===== src/rtl/uart8_receiver_pkg.sv =====
// Shared definitions for the 8-bit UART receiver: state encodings,
// default oversample ratio and the 3-sample majority helper.
package uart8_receiver_pkg;

    // 3-bit state encodings shared with the rest of the UART family.
    typedef enum logic [2:0] {
        ST_RESET     = 3'd0,
        ST_IDLE      = 3'd1,
        ST_START_BIT = 3'd2,
        ST_DATA_BITS = 3'd3,
        ST_STOP_BIT  = 3'd4
    } uart_state_t;

    // Default clk ticks per bit period (even, >= 8).
    localparam int OVERSAMPLE_DEFAULT = 16;

    // Two-out-of-three vote used to decide each bit.
    function automatic logic majority3(input logic [2:0] s);
        return (s[0] & s[1]) | (s[0] & s[2]) | (s[1] & s[2]);
    endfunction

endpackage


===== src/rtl/uart8_receiver_rx_sampler.sv =====
// Input conditioning for the receiver: 2-flop synchronizer on the raw
// line, a short history of synchronized samples, the majority of the
// current and two previous samples, and a falling-edge flag.
module uart_rx_sampler
    import uart8_receiver_pkg::*;
(
    input  logic clk,
    input  logic reset,
    input  logic i_rx_async,
    output logic o_majority,
    output logic o_fall
);

    logic [1:0] r_sync;
    logic [1:0] r_hist;
    logic       w_rx;

    // The synchronized line is the newest sample; r_hist holds the two
    // before it, so the window {r_hist, w_rx} is the 3-deep sample set.
    assign w_rx = r_sync[1];

    // Synchronize the line and shift the sample history; reset to idle-high
    // so leaving reset can never look like a start-bit edge.
    always_ff @(posedge clk or posedge reset) begin
        if (reset) begin
            r_sync <= 2'b11;
            r_hist <= 2'b11;
        end else begin
            r_sync <= {r_sync[0], i_rx_async};
            r_hist <= {r_hist[0], w_rx};
        end
    end

    assign o_majority = majority3({r_hist, w_rx});
    assign o_fall     = r_hist[0] & ~w_rx;

endmodule


===== src/rtl/uart8_receiver.sv =====
// 8N1 UART receiver on an oversampled clock. Each bit is decided by a
// majority vote over ticks M-1..M+1 (M = OVERSAMPLE/2), the decision being
// taken at tick M+1. The stop bit is judged half a bit early so that a
// one-stop-bit back-to-back stream and moderate baud mismatch are tolerated.
module uart8_receiver
    import uart8_receiver_pkg::*;
#(
    parameter int OVERSAMPLE = OVERSAMPLE_DEFAULT
) (
    input  logic       clk,
    input  logic       reset,
    input  logic       en,
    input  logic       in,
    output logic [7:0] out,
    output logic       busy,
    output logic       done,
    output logic       err
);

    localparam int            TW          = $clog2(OVERSAMPLE);
    localparam logic [TW-1:0] TICK_DECIDE = TW'(OVERSAMPLE / 2 + 1);
    localparam logic [TW-1:0] TICK_LAST   = TW'(OVERSAMPLE - 1);

    logic          w_majority;
    logic          w_fall;
    logic [TW-1:0] w_tick_next;

    uart_state_t   r_state;
    logic [TW-1:0] r_tick;
    logic [2:0]    r_bit;
    logic [7:0]    r_shift;
    logic [7:0]    r_out;
    logic          r_busy;
    logic          r_done;
    logic          r_err;

    uart_rx_sampler u_sampler (
        .clk        (clk),
        .reset      (reset),
        .i_rx_async (in),
        .o_majority (w_majority),
        .o_fall     (w_fall)
    );

    // Tick counter runs continuously through a frame, wrapping each bit period.
    assign w_tick_next = (r_tick == TICK_LAST) ? '0 : r_tick + TW'(1);

    // Receiver FSM with registered outputs.
    always_ff @(posedge clk or posedge reset) begin
        if (reset) begin
            r_state <= ST_RESET;
            r_tick  <= '0;
            r_bit   <= '0;
            r_shift <= '0;
            r_out   <= '0;
            r_busy  <= 1'b0;
            r_done  <= 1'b0;
            r_err   <= 1'b0;
        end else if (!en) begin
            // Disable parks the FSM; the last byte and err are kept until RESET runs.
            r_state <= ST_RESET;
            r_busy  <= 1'b0;
            r_done  <= 1'b0;
        end else begin
            case (r_state)
                ST_RESET: begin
                    r_busy  <= 1'b0;
                    r_done  <= 1'b0;
                    r_err   <= 1'b0;
                    r_tick  <= '0;
                    r_bit   <= '0;
                    r_state <= ST_IDLE;
                end
                ST_IDLE: begin
                    r_busy <= 1'b0;
                    r_done <= 1'b0;
                    if (w_fall) begin
                        // The edge cycle itself is tick 0 of the start bit.
                        r_tick  <= TW'(1);
                        r_busy  <= 1'b1;
                        r_state <= ST_START_BIT;
                    end
                end
                ST_START_BIT: begin
                    r_tick <= w_tick_next;
                    if (r_tick == TICK_DECIDE) begin
                        if (w_majority) begin
                            r_busy  <= 1'b0;
                            r_state <= ST_IDLE;
                        end else begin
                            r_err   <= 1'b0;
                            r_bit   <= '0;
                            r_state <= ST_DATA_BITS;
                        end
                    end
                end
                ST_DATA_BITS: begin
                    r_tick <= w_tick_next;
                    if (r_tick == TICK_DECIDE) begin
                        r_shift <= {w_majority, r_shift[7:1]};
                        r_bit   <= r_bit + 3'd1;
                        if (r_bit == 3'd7) begin
                            r_state <= ST_STOP_BIT;
                        end
                    end
                end
                ST_STOP_BIT: begin
                    r_tick <= w_tick_next;
                    if (r_tick == TICK_DECIDE) begin
                        r_busy  <= 1'b0;
                        r_state <= ST_IDLE;
                        if (w_majority) begin
                            r_out  <= r_shift;
                            r_done <= 1'b1;
                        end else begin
                            r_err <= 1'b1;
                        end
                    end
                end
                default: begin
                    r_state <= ST_RESET;
                end
            endcase
        end
    end

    assign out  = r_out;
    assign busy = r_busy;
    assign done = r_done;
    assign err  = r_err;

endmodule

===== config.mk =====
export PLATFORM = sky130hd
export DESIGN_NAME = uart8_receiver
export DESIGN_NICKNAME = d
export VERILOG_FILES = /design/src/rtl/uart8_receiver_pkg.sv /design/src/rtl/uart8_receiver_rx_sampler.sv /design/src/rtl/uart8_receiver.sv
export SDC_FILE = /design/constraint.sdc
export NUM_CORES = 1
export LEC_CHECK = 0
export CAP_MARGIN = 20
export CORE_MARGIN = 5
export CORE_UTILIZATION = 60
export DETAILED_ROUTE_END_ITERATION = 10
export PLACE_DENSITY = 0.91
export SYNTH_ARGS = -nofsm -noshare
export SYNTH_HDL_FRONTEND = slang
export SYNTH_SLANG_ARGS = --single-unit

===== constraint.sdc =====
create_clock -name clk -period 2.6 [get_ports clk]
set_clock_uncertainty 0.15 [all_clocks]
set_input_delay 0.78 -clock clk [delete_from_list [all_inputs] [get_ports clk]]
set_output_delay 0.78 -clock clk [all_outputs]
set_load 0.02 [all_outputs]

### Yosys cells after proc, flatten, opt, wreduce, memory -nomap -nowiden

Cells that the tools add are included.

* register bits: 33
* input port bits: 4
* output and inout port bits: 11

* add/subtract/negate cells: 2
* equality and inequality tests: 22
* muxes and demuxes: 30
* bitwise operators: 7
* reductions and logical operators: 14

Operator list (count)
* 3-bit 2-to-1 mux: 9
* 3-bit inequality test, second input constant: 6
* 3-bit case mux with 5 select lines: 1
* 1-bit 2-to-1 mux: 12
* 4-bit case mux with 3 select lines: 1
* 2-bit inequality test, second input constant: 5
* 5-bit AND reduction: 2
* 3-bit case mux with 3 select lines: 1
* 3-bit AND reduction: 3
* 3-bit nonzero test: 3
* 4-bit == test, second input constant: 2
* 4-bit 2-to-1 mux: 2
* 4-bit AND reduction: 2
* 3-bit by 2-bit == test with 1-bit output, second input constant: 2
* 3-bit == test, second input constant: 2
* 3-bit by 2-bit inequality test with 1-bit output, second input constant: 2
* 6-bit AND reduction: 1
* 5-bit by 1-bit inequality test with 1-bit output, second input constant: 1
* 4-bit by 1-bit adder with 4-bit output, second input constant: 1
* 1-bit AND: 4
* 1-bit case mux with 4 select lines: 1
* 3-bit by 1-bit adder with 3-bit output, second input constant: 1
* 3-bit by 1-bit == test with 1-bit output, second input constant: 1
* 3-bit zero test: 1
* 8 further kinds: 9

### Longest topological paths before layout

* word-level depth: 7
* depth in mapped cells: 7

### By module

From an unflattened synthesis, not the netlist that was laid out.

* cell total of the unflattened synthesis: 123
* area, all modules: 1552.7 um^2

Modules (own cells, without submodules)
* uart8_receiver: times used 1, cells each 116, area an instance 1426.4 um^2, sequential area each 725.7 um^2
* uart_rx_sampler: times used 1, cells each 7, area an instance 126.4 um^2, sequential area each 105.1 um^2

### Worst setup path before layout

No wires, ideal clock.

* path kind: input to register
* start point: input port en
* end point: register r_shift[0]
* library setup time: 0.125 ns
* arrival time: 1.567 ns
* data required time: 2.325 ns
* slack: 0.758 ns
* stages: 4
* buffers on the path: 1
* cells stage by stage: and2_1 -> and3_4 -> buf_6 -> mux2_4

* longest elaborated chain between the ends: 1

RTL lines
* start: declaration: RTL line uart8_receiver.sv:12 `input logic en,`
* 3-bit AND reduction (no source line)
* end signal: assignment: RTL line uart8_receiver.sv:100 `r_shift <= {w_majority, r_shift[7:1]};`
* end: declaration: RTL line uart8_receiver.sv:31 `logic [7:0] r_shift;`

Every way passes these cells.
A chain may end at the register's enable or synchronous reset.

### Worst setup path after layout

* start point: register r_err, in the netlist err
* end point: output port err

RTL lines
* start: declaration: RTL line uart8_receiver.sv:35 `logic r_err;`
* start signal: assignment: RTL line uart8_receiver.sv:58 `r_err <= 1'b0;`
* start signal: assignment: RTL line uart8_receiver.sv:69 `r_err <= 1'b0;`
* start signal: assignment: RTL line uart8_receiver.sv:91 `r_err <= 1'b0;`
* end: declaration: RTL line uart8_receiver.sv:17 `output logic err`

No word-level cell between the ends.

==> flow_metrics.env <==
export IMPL_worstPathCellList="clkdlybuf4s50_1"
export IMPL_cts_tree="built"
export IMPL_hold_buffers=0
export IMPL_die_h_um=61.93
export IMPL_cts_buffers=5
export IMPL_maxSlewViolCount=0
export IMPL_num_vias=1113
export IMPL_drive_gt1_frac=0.2414
export IMPL_htreeDepth=2
export IMPL_setup_viol_count_final=0
export IMPL_ys_seq_area_frac=0.5135
export IMPL_max_freq_mhz=441.6
export IMPL_critPathLaunchType="register"
export IMPL_crit_arrival_ns=1.33
export IMPL_grt_pass1_wl_um=5037
export IMPL_synth_area_per_cell_um2=12.64
export IMPL_placed_area_um2=1764
export IMPL_die_area_um2=3835
export IMPL_worst_pin_slew_ns=0.5311
export IMPL_cp_top_family="buffers and inverters"
export IMPL_synth_warnings=0
export IMPL_dp_hpwl_um=2062
export IMPL_diodes=0
export IMPL_cp_slowest_cell="clkdlybuf4s50_1"
export IMPL_io_buffers=14
export IMPL_grt_max_degree=34
export IMPL_cts_sinks=33
export IMPL_core_um2=2522
export IMPL_p_int_mw=0.8277
export IMPL_synth_cell_types=50
export IMPL_ys_flop_type="dfrtp_1"
export IMPL_area_growth_pct=14.31
export IMPL_hold_class="register to register"
export IMPL_grt_util_met1=0.2205
export IMPL_antenna_found_initial=0
export IMPL_syn_area_um2=1618
export IMPL_critical_path_max_stage_delay_ns=0.62
export IMPL_cts_resized_gates=0
export IMPL_timing_final_crit_share=0.8710
export IMPL_power_switching_share=0.2528
export IMPL_clkSlewWorstSetupHoldPaths_ns=0.10
export IMPL_p_switching_mw=0.2800
export IMPL_synth_edf_count=0
export IMPL_ant_nets=0
export IMPL_cts_setup_buffers=0
export IMPL_die_w_um=61.93
export IMPL_dr_pass1_iters=4
export IMPL_finalWeightedCongestion=0.9187
export IMPL_final_area_um2=1849
export IMPL_status="complete, no violations"
export IMPL_synth_seq_cells=33
export IMPL_via_per_inst=6.360
export IMPL_seqPwrFrac=0.526
export IMPL_fillCellCount=173
export IMPL_required_ns=1.67
export IMPL_path_max_fanout=3
export IMPL_grtUsageTotal=0.1843
export IMPL_power_frac_comb=0.117
export IMPL_layout_commonest_cell="dfrtp_1"
export IMPL_end_kind="output port"
export IMPL_layout_common_cells="dfrtp_1, clkdlybuf4s50_1, mux2_2, mux2_4"
export IMPL_met2_usage=0.3004
export IMPL_first_iter_violations=63
export IMPL_regArea_um2=830.8
export IMPL_setup_tns_ns=0
export IMPL_clkPwrFrac=0.357
export IMPL_maxCapViolations=0
export IMPL_grt_busiest_layer="met2"
export IMPL_hold_violations=0
export IMPL_insertion_delay_ns=0.33
export IMPL_peakVddDrop_mv=0.7491
export IMPL_drc=0
export IMPL_multi_input_area_um2=721.9
export IMPL_async_flop_share=1.000
export IMPL_power_density_nw_per_um2=599.0
export IMPL_max_slew_margin=0.6459
export IMPL_synthCells=128
export IMPL_ys_top_cells_by_area="dfrtp_1, mux2_2, dfstp_2"
export IMPL_root_buffer="clkbuf_4"
export IMPL_final_min_clock_period_ns=2.265
export IMPL_synth_top_area_cell="dfrtp_1"
export IMPL_power_leakage_nw=0.8467
export IMPL_crit_type="register to output port"
export IMPL_totalWireLength_um=2960
export IMPL_fp_row_count=18
export IMPL_path_buf_inv=1
export IMPL_yosysTopAreaCellShare=0.4486
export IMPL_cts_buffer_depth=2
export IMPL_syn_num_nets=136
export IMPL_io_pin_count=15
export IMPL_nets=152
export IMPL_start_util=0.6414
export IMPL_met3_usage=0.05372
export IMPL_grt_pass1_vias=1102
export IMPL_wire_per_inst_um=16.91
export IMPL_rsz0062_at_grt="false"
export IMPL_grt_overflow=0
[path summary, 6_finish.rpt]
check / startpoint / endpoint / slack (ns) / cells past startpoint
setup / recovery: err / err / 0.34 / 1
hold / removal: u_sampler.r_sync[0] / u_sampler.r_sync[1] / 0.21 / 0
setup reg to reg: r_tick[0] / r_shift[6] / 0.65 / 4
hold reg to reg: u_sampler.r_sync[0] / u_sampler.r_sync[1] / 0.21 / 0
max in group asynchronous: reset / u_sampler.r_hist[0] / 1.28 / 3
min in group asynchronous: reset / err / 0.69 / 3
[through the flow]
stage / util / worst slack [ns] / total power [mW] / hold slack (ns) / instances
2_1_floorplan: - / 0.7576 / 0.6853 / 0.1952 / 128
3_3_place_gp: 0.6994 / 0.1853 / 0.7100 / 0.1974 / 167
3_5_place_dp: 0.6994 / 0.1555 / 0.7186 / 0.2020 / 167
4_1_cts: 0.7331 / 0.3234 / 1.117 / 0.2161 / 175
5_1_grt: 0.7331 / 0.2690 / 1.171 / 0.2218 / 175
6_report: 0.7331 / 0.3354 / 1.108 / 0.2140 / 175
[layout make-up]
| type | count | share of cell area |
|---|---|---|
| multi-input combinational | 83 | 0.3904 |
| tap | 30 | 0.02030 |
| clock buffer | 7 | 0.02977 |
| sequential | 33 | 0.4493 |
| timing repair buffer | 16 | 0.08390 |
| clock inverter | 1 | 0.01624 |
| inverter | 5 | 0.01015 |
[power by group through the flow]
stage	clock (mW)	combinational, mW	sequential, mW
after floorplan	0	0.118	0.567
after global placement	0	0.123	0.587
after detailed placement	0	0.128	0.590
after CTS	0.407	0.130	0.580
after global routing	0.437	0.147	0.587
final	0.396	0.130	0.582
[sequential cells by signal (all words and copies together), names as in the netlist]
name	flops
out	8
r_shift	8
r_tick	4
r_bit	3
r_state	3
u_sampler.r_hist	2
u_sampler.r_sync	2
busy	1
done	1
err	1
[synthesized netlist by cell type, types with 3 or more instances]
cell type	number
dfrtp_1	29
mux2_4	7
mux2_2	11
buf_2	4
inv_1	5
nor2_1	3
nor2b_1	5
nand2b_1	3
ha_1	4
dfstp_2	4
nand2_1	3
[per-layer routing]
metal,share of wire,vias up,wire length (um)
li1,-,512,-
met1,0.43,557,1263
met2,0.50,36,1492
met3,0.050,8,149
met4,0.019,0,55
met5,0,-,0
[worst register-to-register path: cells and delay by family (launching register included)]
kind / cells / cell delay (ns)
AND/OR/NAND/NOR: 2 / 0.67
flip-flops: 1 / 0.46
multiplexers: 1 / 0.36
adder cells (fa/ha/maj): 1 / 0.22
[cell families (layout without fill, tap and decap cells)]
family | Yosys count | in the layout | share of synthesized area
AO/OA/AOI/OAI | 29 | 29 | 0.1431
adder cells (fa/ha/maj) | 5 | 5 | 0.03790
buffers and inverters | 12 | 29 | 0.04022
flip-flops | 33 | 33 | 0.5135
multiplexers | 18 | 18 | 0.1415
AND/OR/NAND/NOR | 31 | 31 | 0.1237
Power figures use the tool's default switching activity.
